[config.mk]
export PLATFORM = sky130hd
export DESIGN_NAME = tick_debounce_repeat
export DESIGN_NICKNAME = d
export VERILOG_FILES = /design/src/rtl/tick_debounce_repeat.sv
export SDC_FILE = /design/constraint.sdc
export NUM_CORES = 1
export LEC_CHECK = 0
export ABC_CLOCK_PERIOD_IN_PS = 4380
export BUFFER_PORTS_ARGS = -buffer_cell sky130_fd_sc_hd__buf_2
export CORE_ASPECT_RATIO = 0.9
export CORE_UTILIZATION = 35
export CTS_CLUSTER_DIAMETER = 60
export CTS_CLUSTER_SIZE = 30
export DETAILED_ROUTE_END_ITERATION = 8
export PLACE_DENSITY = 0.49
export SLEW_MARGIN = 20
export SYNTH_ARGS = -nofsm -noshare
export SYNTH_HDL_FRONTEND = slang
export SYNTH_SLANG_ARGS = --single-unit
[constraint.sdc]
create_clock -name clk -period 4.38 [get_ports clk]
set_clock_uncertainty 0.05 [all_clocks]
set_input_delay 1.095 -clock clk [delete_from_list [all_inputs] [get_ports clk]]
set_output_delay 1.095 -clock clk [all_outputs]
set_load 0.01 [all_outputs]
[src/rtl/tick_debounce_repeat.sv]
//------------------------------------------------------------------------------
// Module   : tick_debounce_repeat
// Purpose  : Tick-paced debouncer for one push-button with press/release and
//            auto-repeat strobes.
// Revision : 1.0 - initial release
//------------------------------------------------------------------------------
`default_nettype none

module tick_debounce_repeat #(
  parameter int DEBOUNCE_TICKS = 4,
  parameter int HOLD_TICKS     = 50,
  parameter int REPEAT_TICKS   = 10,
  parameter int CNT_W          = 8
) (
  input  logic clk,
  input  logic rst,
  input  logic i_tick,
  input  logic i_btn_raw,
  output logic o_level,
  output logic o_press,
  output logic o_release,
  output logic o_rpt
);

  localparam logic [CNT_W-1:0] c_one          = CNT_W'(1);
  localparam logic [CNT_W-1:0] c_zero         = '0;
  localparam logic [CNT_W-1:0] c_deb_ticks    = CNT_W'(DEBOUNCE_TICKS);
  localparam logic [CNT_W-1:0] c_hold_ticks   = CNT_W'(HOLD_TICKS);
  localparam logic [CNT_W-1:0] c_repeat_ticks = CNT_W'(REPEAT_TICKS);
  localparam bit               c_rpt_enabled  = (HOLD_TICKS != 0);

  typedef enum logic [1:0] {
    S_IDLE     = 2'd0,
    S_HOLD     = 2'd1,
    S_REPEAT   = 2'd2,
    S_ARMED_NR = 2'd3
  } state_t;

  logic             r_sync_q1;
  logic             r_sync_q2;
  logic [CNT_W-1:0] r_db_cnt;
  logic             r_level;
  logic             r_press;
  logic             r_release;
  logic             r_rpt;
  logic [CNT_W-1:0] r_hr_cnt;
  state_t           r_state;

  logic             w_disagree;
  logic [CNT_W-1:0] w_db_cnt_inc;
  logic             w_db_done;
  logic             w_rise;
  logic             w_fall;
  logic [CNT_W-1:0] w_hr_cnt_inc;

  // Two-flop synchroniser; r_sync_q2 is the only copy of the button the logic sees.
  always_ff @(posedge clk or posedge rst) begin
    if (rst) begin
      r_sync_q1 <= 1'b0;
      r_sync_q2 <= 1'b0;
    end else begin
      r_sync_q1 <= i_btn_raw;
      r_sync_q2 <= r_sync_q1;
    end
  end

  assign w_disagree   = (r_sync_q2 != r_level);
  assign w_db_cnt_inc = r_db_cnt + c_one;
  assign w_db_done    = i_tick && w_disagree && (w_db_cnt_inc == c_deb_ticks);
  assign w_rise       = w_db_done && !r_level;
  assign w_fall       = w_db_done &&  r_level;
  assign w_hr_cnt_inc = r_hr_cnt + c_one;

  always_ff @(posedge clk or posedge rst) begin
    if (rst) begin
      r_db_cnt  <= c_zero;
      r_level   <= 1'b0;
      r_press   <= 1'b0;
      r_release <= 1'b0;
    end else begin
      r_press   <= w_rise;
      r_release <= w_fall;
      if (i_tick) begin
        if (!w_disagree) begin
          r_db_cnt <= c_zero;
        end else if (w_db_done) begin
          r_level  <= r_sync_q2;
          r_db_cnt <= c_zero;
        end else begin
          r_db_cnt <= w_db_cnt_inc;
        end
      end
    end
  end

  // A falling level pre-empts a repeat due on the same tick.
  always_ff @(posedge clk or posedge rst) begin
    if (rst) begin
      r_state  <= S_IDLE;
      r_hr_cnt <= c_zero;
      r_rpt    <= 1'b0;
    end else begin
      r_rpt <= 1'b0;
      if (w_fall) begin
        r_state  <= S_IDLE;
        r_hr_cnt <= c_zero;
      end else begin
        case (r_state)
          S_IDLE: begin
            if (w_rise) begin
              r_hr_cnt <= c_zero;
              r_state  <= c_rpt_enabled ? S_HOLD : S_ARMED_NR;
            end
          end
          S_HOLD: begin
            if (i_tick) begin
              if (w_hr_cnt_inc == c_hold_ticks) begin
                r_rpt    <= 1'b1;
                r_hr_cnt <= c_zero;
                r_state  <= S_REPEAT;
              end else begin
                r_hr_cnt <= w_hr_cnt_inc;
              end
            end
          end
          S_REPEAT: begin
            if (i_tick) begin
              if (w_hr_cnt_inc == c_repeat_ticks) begin
                r_rpt    <= 1'b1;
                r_hr_cnt <= c_zero;
              end else begin
                r_hr_cnt <= w_hr_cnt_inc;
              end
            end
          end
          S_ARMED_NR: begin
            r_hr_cnt <= c_zero;
          end
          default: begin
            r_state  <= S_IDLE;
            r_hr_cnt <= c_zero;
          end
        endcase
      end
    end
  end

  assign o_level   = r_level;
  assign o_press   = r_press;
  assign o_release = r_release;
  assign o_rpt     = r_rpt;

endmodule

`default_nettype wire

# Word-level counts from Yosys, hierarchy flattened
# Cells that the tools add are included.
dict set report totals {
  ff_bits 24
  latchBits 0
  ramBits 0
  rom_bits 0
  word_cells 52
  n_memories 0
}
dict set report classes {
  addsub 2
  mul 0
  n_div 0
  n_lt_le_gt_ge 0
  eq_ne 11
  n_shift 0
  muxes 20
  bitwise 0
  reduce_logical 10
}
# operator count
set op_table {}
lappend op_table {{$mux 8} 8}
lappend op_table {{$pmux 8 s4} 1}
lappend op_table {{$add 8x1->8 const B} 2}
lappend op_table {{$ne 3x3->1 const B} 4}
lappend op_table {{$eq 8x3->1 const B} 1}
lappend op_table {{$eq 8x4->1 const B} 1}
lappend op_table {{$eq 8x6->1 const B} 1}
lappend op_table {{$mux 2} 4}
lappend op_table {{$reduce_and 3->1} 2}
lappend op_table {{$mux 1} 5}
lappend op_table {{$eq 2x2->1 const B} 2}
lappend op_table {{$logic_and 1x1->1} 4}
lappend op_table {{$pmux 2 s2} 1}
lappend op_table {{$reduce_and 4->1} 1}
lappend op_table {{$reduce_bool 3->1} 1}
lappend op_table {{$eq 2x1->1 const B} 1}
lappend op_table {{$logic_not 2->1} 1}
lappend op_table {{$pmux 1 s2} 1}
lappend op_table {{$logic_not 1->1} 1}
lappend op_table {{$ne 1x1->1} 1}

# Depth between registers and ports, before layout
dict set report logic_depth {
  word_depth 7
  mapped_depth 8
}

# Worst setup path before layout
# No wires, ideal clock.
dict set report synth_timing {
  path_kind {input-to-reg}
  from {input i_tick}
  to {register r_hr_cnt[4]}
  setup_ns 0.127
  arrival_time_ns 2.191
  required_time_ns 4.203
  path_slack_ns 2.012
  path_stages 6
  path_buffers 1
  path_cell_list {clkbuf_1 nand2_1 o41ai_1 a211oi_1 a21oi_1 o22ai_1}
}
dict set report synth_between {
  elab_chain_len 5
  elab_cells_between_ends 9
  classes_between {eq/ne: 3; mux: 1; reduce/logical: 5}
}
# element line
set synth_rtl {}
lappend synth_rtl {{start: declaration} 17} ;# input logic i_tick,
lappend synth_rtl {{$logic_and 1x1->1 (2 in a row)} 69} ;# assign w_db_done = i_tick && w_disagree && (w_db_cnt_inc == c_deb_ticks);
lappend synth_rtl {{$logic_and 1x1->1, on equally long branches} {71, 70}}
lappend synth_rtl {{$ne 3x3->1 (no line)} n/a}
lappend synth_rtl {{$reduce_and 3->1 (no line)} n/a}
lappend synth_rtl {{end signal: assignment} 100} ;# r_hr_cnt <= c_zero;
lappend synth_rtl {{end signal: assignment} 106} ;# r_hr_cnt <= c_zero;
lappend synth_rtl {{end signal: assignment} 111} ;# r_hr_cnt <= c_zero;
lappend synth_rtl {{end: declaration} 46} ;# logic [CNT_W-1:0] r_hr_cnt;
# Parallel ways exist; a longest one is shown, timed or not.
# A chain may end at the register's enable or synchronous reset.

# Worst setup path after layout
dict set report layout_timing {
  from {register r_db_cnt[0]}
  to {register r_hr_cnt[6]}
}
dict set report layout_between {
  elab_chain_len 6
  elab_cells_between_ends 10
  classes_between {add/sub: 1; eq/ne: 4; mux: 1; reduce/logical: 4}
}
# element line
set layout_rtl {}
lappend layout_rtl {{start: declaration} 41} ;# logic [CNT_W-1:0] r_db_cnt;
lappend layout_rtl {{start signal: assignment} 76} ;# r_db_cnt <= c_zero;
lappend layout_rtl {{start signal: assignment} 85} ;# r_db_cnt <= c_zero;
lappend layout_rtl {{start signal: assignment} 88} ;# r_db_cnt <= c_zero;
lappend layout_rtl {{$add 8x1->8 *} 68} ;# assign w_db_cnt_inc = r_db_cnt + c_one;
lappend layout_rtl {{$eq 8x3->1 *} 69}
lappend layout_rtl {{$logic_and 1x1->1 *} 69}
lappend layout_rtl {{$logic_and 1x1->1, on equally long branches} {71, 70}}
lappend layout_rtl {{$ne 3x3->1 (no line)} n/a}
lappend layout_rtl {{$reduce_and 3->1 (no line)} n/a}
# Every way passes the cells marked *; elsewhere a longest branch is shown, timed or not.

==> results.yml <==
cts:
  clock-root-buffer: "clkbuf_8"
  cts.sinks: 24
  cts_resized: 0
  cts_hold_repair.buffers: 0
  cts_setup_buffers: 0
  cts_tree: "built"
  h-tree-depth: 1
  cts_buffers: 3
  insertion_delay_ns: 0.26
  cts_buffer_depth: 2
  clkTransAtPathRegs_ns: 0.08
routing:
  ant_nets: 0
  vias: 1335
  drt_iter0_drc: 103
  highest_layer: "met4"
  routed-wl-met3_um: 122
  drcViolationCount: 0
  m1WireLength_um: 1810
  drt-total-wl_um: 3410
  avgRoutedWirePerCell_um: 14.8
  vias_per_cell: 5.78
  dr.pass1.iters: 4
  dr_wl_met2_um: 1440
worst_setup_path:
  cp.arrival_ns: 2.75
  rr_startpoint: "r_db_cnt[0]"
  worstPathCellList: "ha_1, nand2b_1, or3_1, nor3_1, a31oi_1, a31o_2, a22o_1"
  crit_path_top_delay_cell: "nor3_1"
  critPathMaxStageDelay_ns: 0.44
  path_class: "reg -> reg"
  endpoint: "r_hr_cnt[6]"
  rr_endpoint: "r_hr_cnt[6]"
  r2r_cells: 7
  crit_path_start_kind: "flip-flop"
  cp_max_fo: 7
  worstPathRequired_ns: 4.48
  cp-startpoint: "r_db_cnt[0]"
  worst_setup_path_end_kind: "flip-flop"
  r2r_slack_ns: 1.73
global_route:
  antenna_found_initial: 0
  grt_usage_pct: 16.1
  grt_max_degree: 25
  overflow: 0
  grt_pass1_wl_um: 5720
  grt_pass1_vias: 1172
layout:
  multi_input_area_um2: 847
  n_fill_cell: 413
  final_nets: 194
  seqCellArea_um2: 601
  syn_to_final_growth_pct: 7.34
  utilization_pct: 39.9
  diodes: 0
  drive_gt1_share_pct: 8.20
pwr:
  power_leakage_nw: 0.690
  clkPwrFrac_pct: 18.3
  power_frac_comb_pct: 40.6
  intPower_mw: 0.477
  power_density_mw_per_mm2: 492
  seqPwrFrac_pct: 41.1
  p_sw_share_pct: 41.1
  p_sw_mw: 0.332
  irDropWorstVdd_mv: 0.142
logic_synthesis:
  synth_flop_cell: "dfrtp_1"
  yosysSeqAreaShare_pct: 39.2
  synth_edf_count: 0
  synth_area_leaders: "dfrtp_1 (39%), ha_1 (4.9%), nand2_1 (4.4%)"
  yosys.area.top_type: "dfrtp_1"
  synth.most_common_cell: "dfrtp_1"
  syn_inst: 180
  synth_seq_cells: 24
  synthesis.nets: 190
  syn-cell-area_mm2: 0.00153
  yosys_warnings: 0
  synth_area_per_cell_um2: 8.52
  yosysUniqueCellTypes: 41
  synthTopCellsByCount: "dfrtp_1 (24), nand2_1 (18), inv_1 (13), nor2_1 (12), nand3_1 (9)"
  synthArstFlopShare_pct: 100
  yosys.area.top_type_share_pct: 39.2
floorplan:
  fp-row-count: 22
  die_x_um: 71.8
  ioPinCount: 8
  die_area_mm2: 0.00465
  core_mm2: 0.00413
  initial_core_util_pct: 37.2
  die_y_um: 64.8
timing:
  period_minus_slack_ns: 2.65
  hold_viol_final: 0
  tightest_slew_ns: 0.910
  fmax_mhz: 378
  setup_viol: 0
  slew_headroom_pct: 39.2
  finalMaxSlewViolations: 0
  rsz0062_at_grt: "no"
  fin_crit_sh_pct: 60.5
  setup_tns_ns: 0
placement:
  dp_hpwl_um: 2510
  place_congestion: 0.852
  port_buffers: 7
run_status:
  status: "completed"
run:
  maxCapViolations: 0
min_path:
  hold_class: "reg -> reg"
==> through the flow <==
stage | area [um2] | power [mW] | hold WS [ns] | worst slack (ns) | instances
4_1_cts | 1650 | 0.811 | 0.308 | 1.79 | 231
2_1_floorplan | 1530 | 0.587 | 0.281 | 2.01 | 180
3_5_place_dp | 1590 | 0.660 | 0.289 | 1.75 | 227
6_report | 1650 | 0.810 | 0.307 | 1.73 | 231
5_1_grt | 1650 | 0.878 | 0.318 | 1.56 | 231
3_3_place_gp | 1590 | 0.656 | 0.284 | 1.78 | 227
==> final cells by class <==
cell class / instances / share of cell area, %
multi-input cells: 135 / 51.4
flip-flops and latches: 24 / 36.5
well taps: 48 / 3.65
clock buffers: 4 / 3.34
inverters: 13 / 2.96
repair buffers: 7 / 2.13
==> cells in the final DEF, fill, tap and decap left out, types with 2 or more instances in the layout <==
cell,instances
inv_1,13
or3_1,6
clkbuf_8,4
xnor2_1,4
nor3_1,6
a31o_2,2
o31ai_1,4
mux2i_1,2
dfrtp_1,24
a31oi_1,4
a21oi_1,6
nor2b_1,6
nor4_1,3
nand2b_1,2
o21ai_0,8
a211oi_1,2
o21a_1,3
buf_2,7
nand2_1,18
nor2_1,12
a22o_1,3
nor4b_1,2
nand4_1,4
o22ai_1,6
nand3_1,9
ha_1,6
and3_1,3
==> power groups by stage <==
| stage | sequential (mW) | combinational [mW] | clock [mW] |
|---|---|---|---|
| after floorplan | 0.310 | 0.277 | 0 |
| after global placement | 0.331 | 0.325 | 0 |
| after detailed placement | 0.334 | 0.326 | 0 |
| after CTS | 0.331 | 0.328 | 0.153 |
| after global routing | 0.341 | 0.372 | 0.164 |
| final | 0.333 | 0.329 | 0.148 |
==> cells by family after synthesis <==
family | share of synthesized area, %
AO/OA/AOI/OAI | 20.6
XOR/XNOR | 2.28
adder cells (fa/ha/maj) | 4.89
buffers and inverters | 5.63
flip-flops | 39.2
multiplexers | 1.31
AND/OR/NAND/NOR | 26.1
==> sequential cells by signal, summed over array words and instances (netlist names) <==
register and cells:
o_level 1, o_press 1, o_release 1, o_rpt 1
r_db_cnt 8, r_hr_cnt 8, r_state 2, r_sync_q1 1
r_sync_q2 1
==> how the worst min path moves through the flow <==
stage	start	endpoint	slack, ns	cells after the start
floorplan	r_sync_q1	r_sync_q2	0.28	0
finish	r_sync_q1	r_sync_q2	0.31	0
global route	r_sync_q1	r_sync_q2	0.32	0
CTS	r_sync_q1	r_sync_q2	0.31	0
detailed placement	r_sync_q1	r_sync_q2	0.29	0
global placement	r_sync_q1	r_sync_q2	0.28	0
==> worst max-delay path, delay by kind of cell (launching register included) <==
family | cells | cell delay (ns)
AO/OA/AOI/OAI | 3 | 0.89
AND/OR/NAND/NOR | 3 | 0.92
adder cells (fa/ha/maj) | 1 | 0.23
flip-flops | 1 | 0.43
==> metal layers <==
layer,GRT usage [%],vias to the layer above
met5,0,-
met4,4.41,0
met3,3.89,5
met2,23.7,21
met1,23.3,645
li1,-,664
Note: power is estimated with default switching activity, not from simulation.
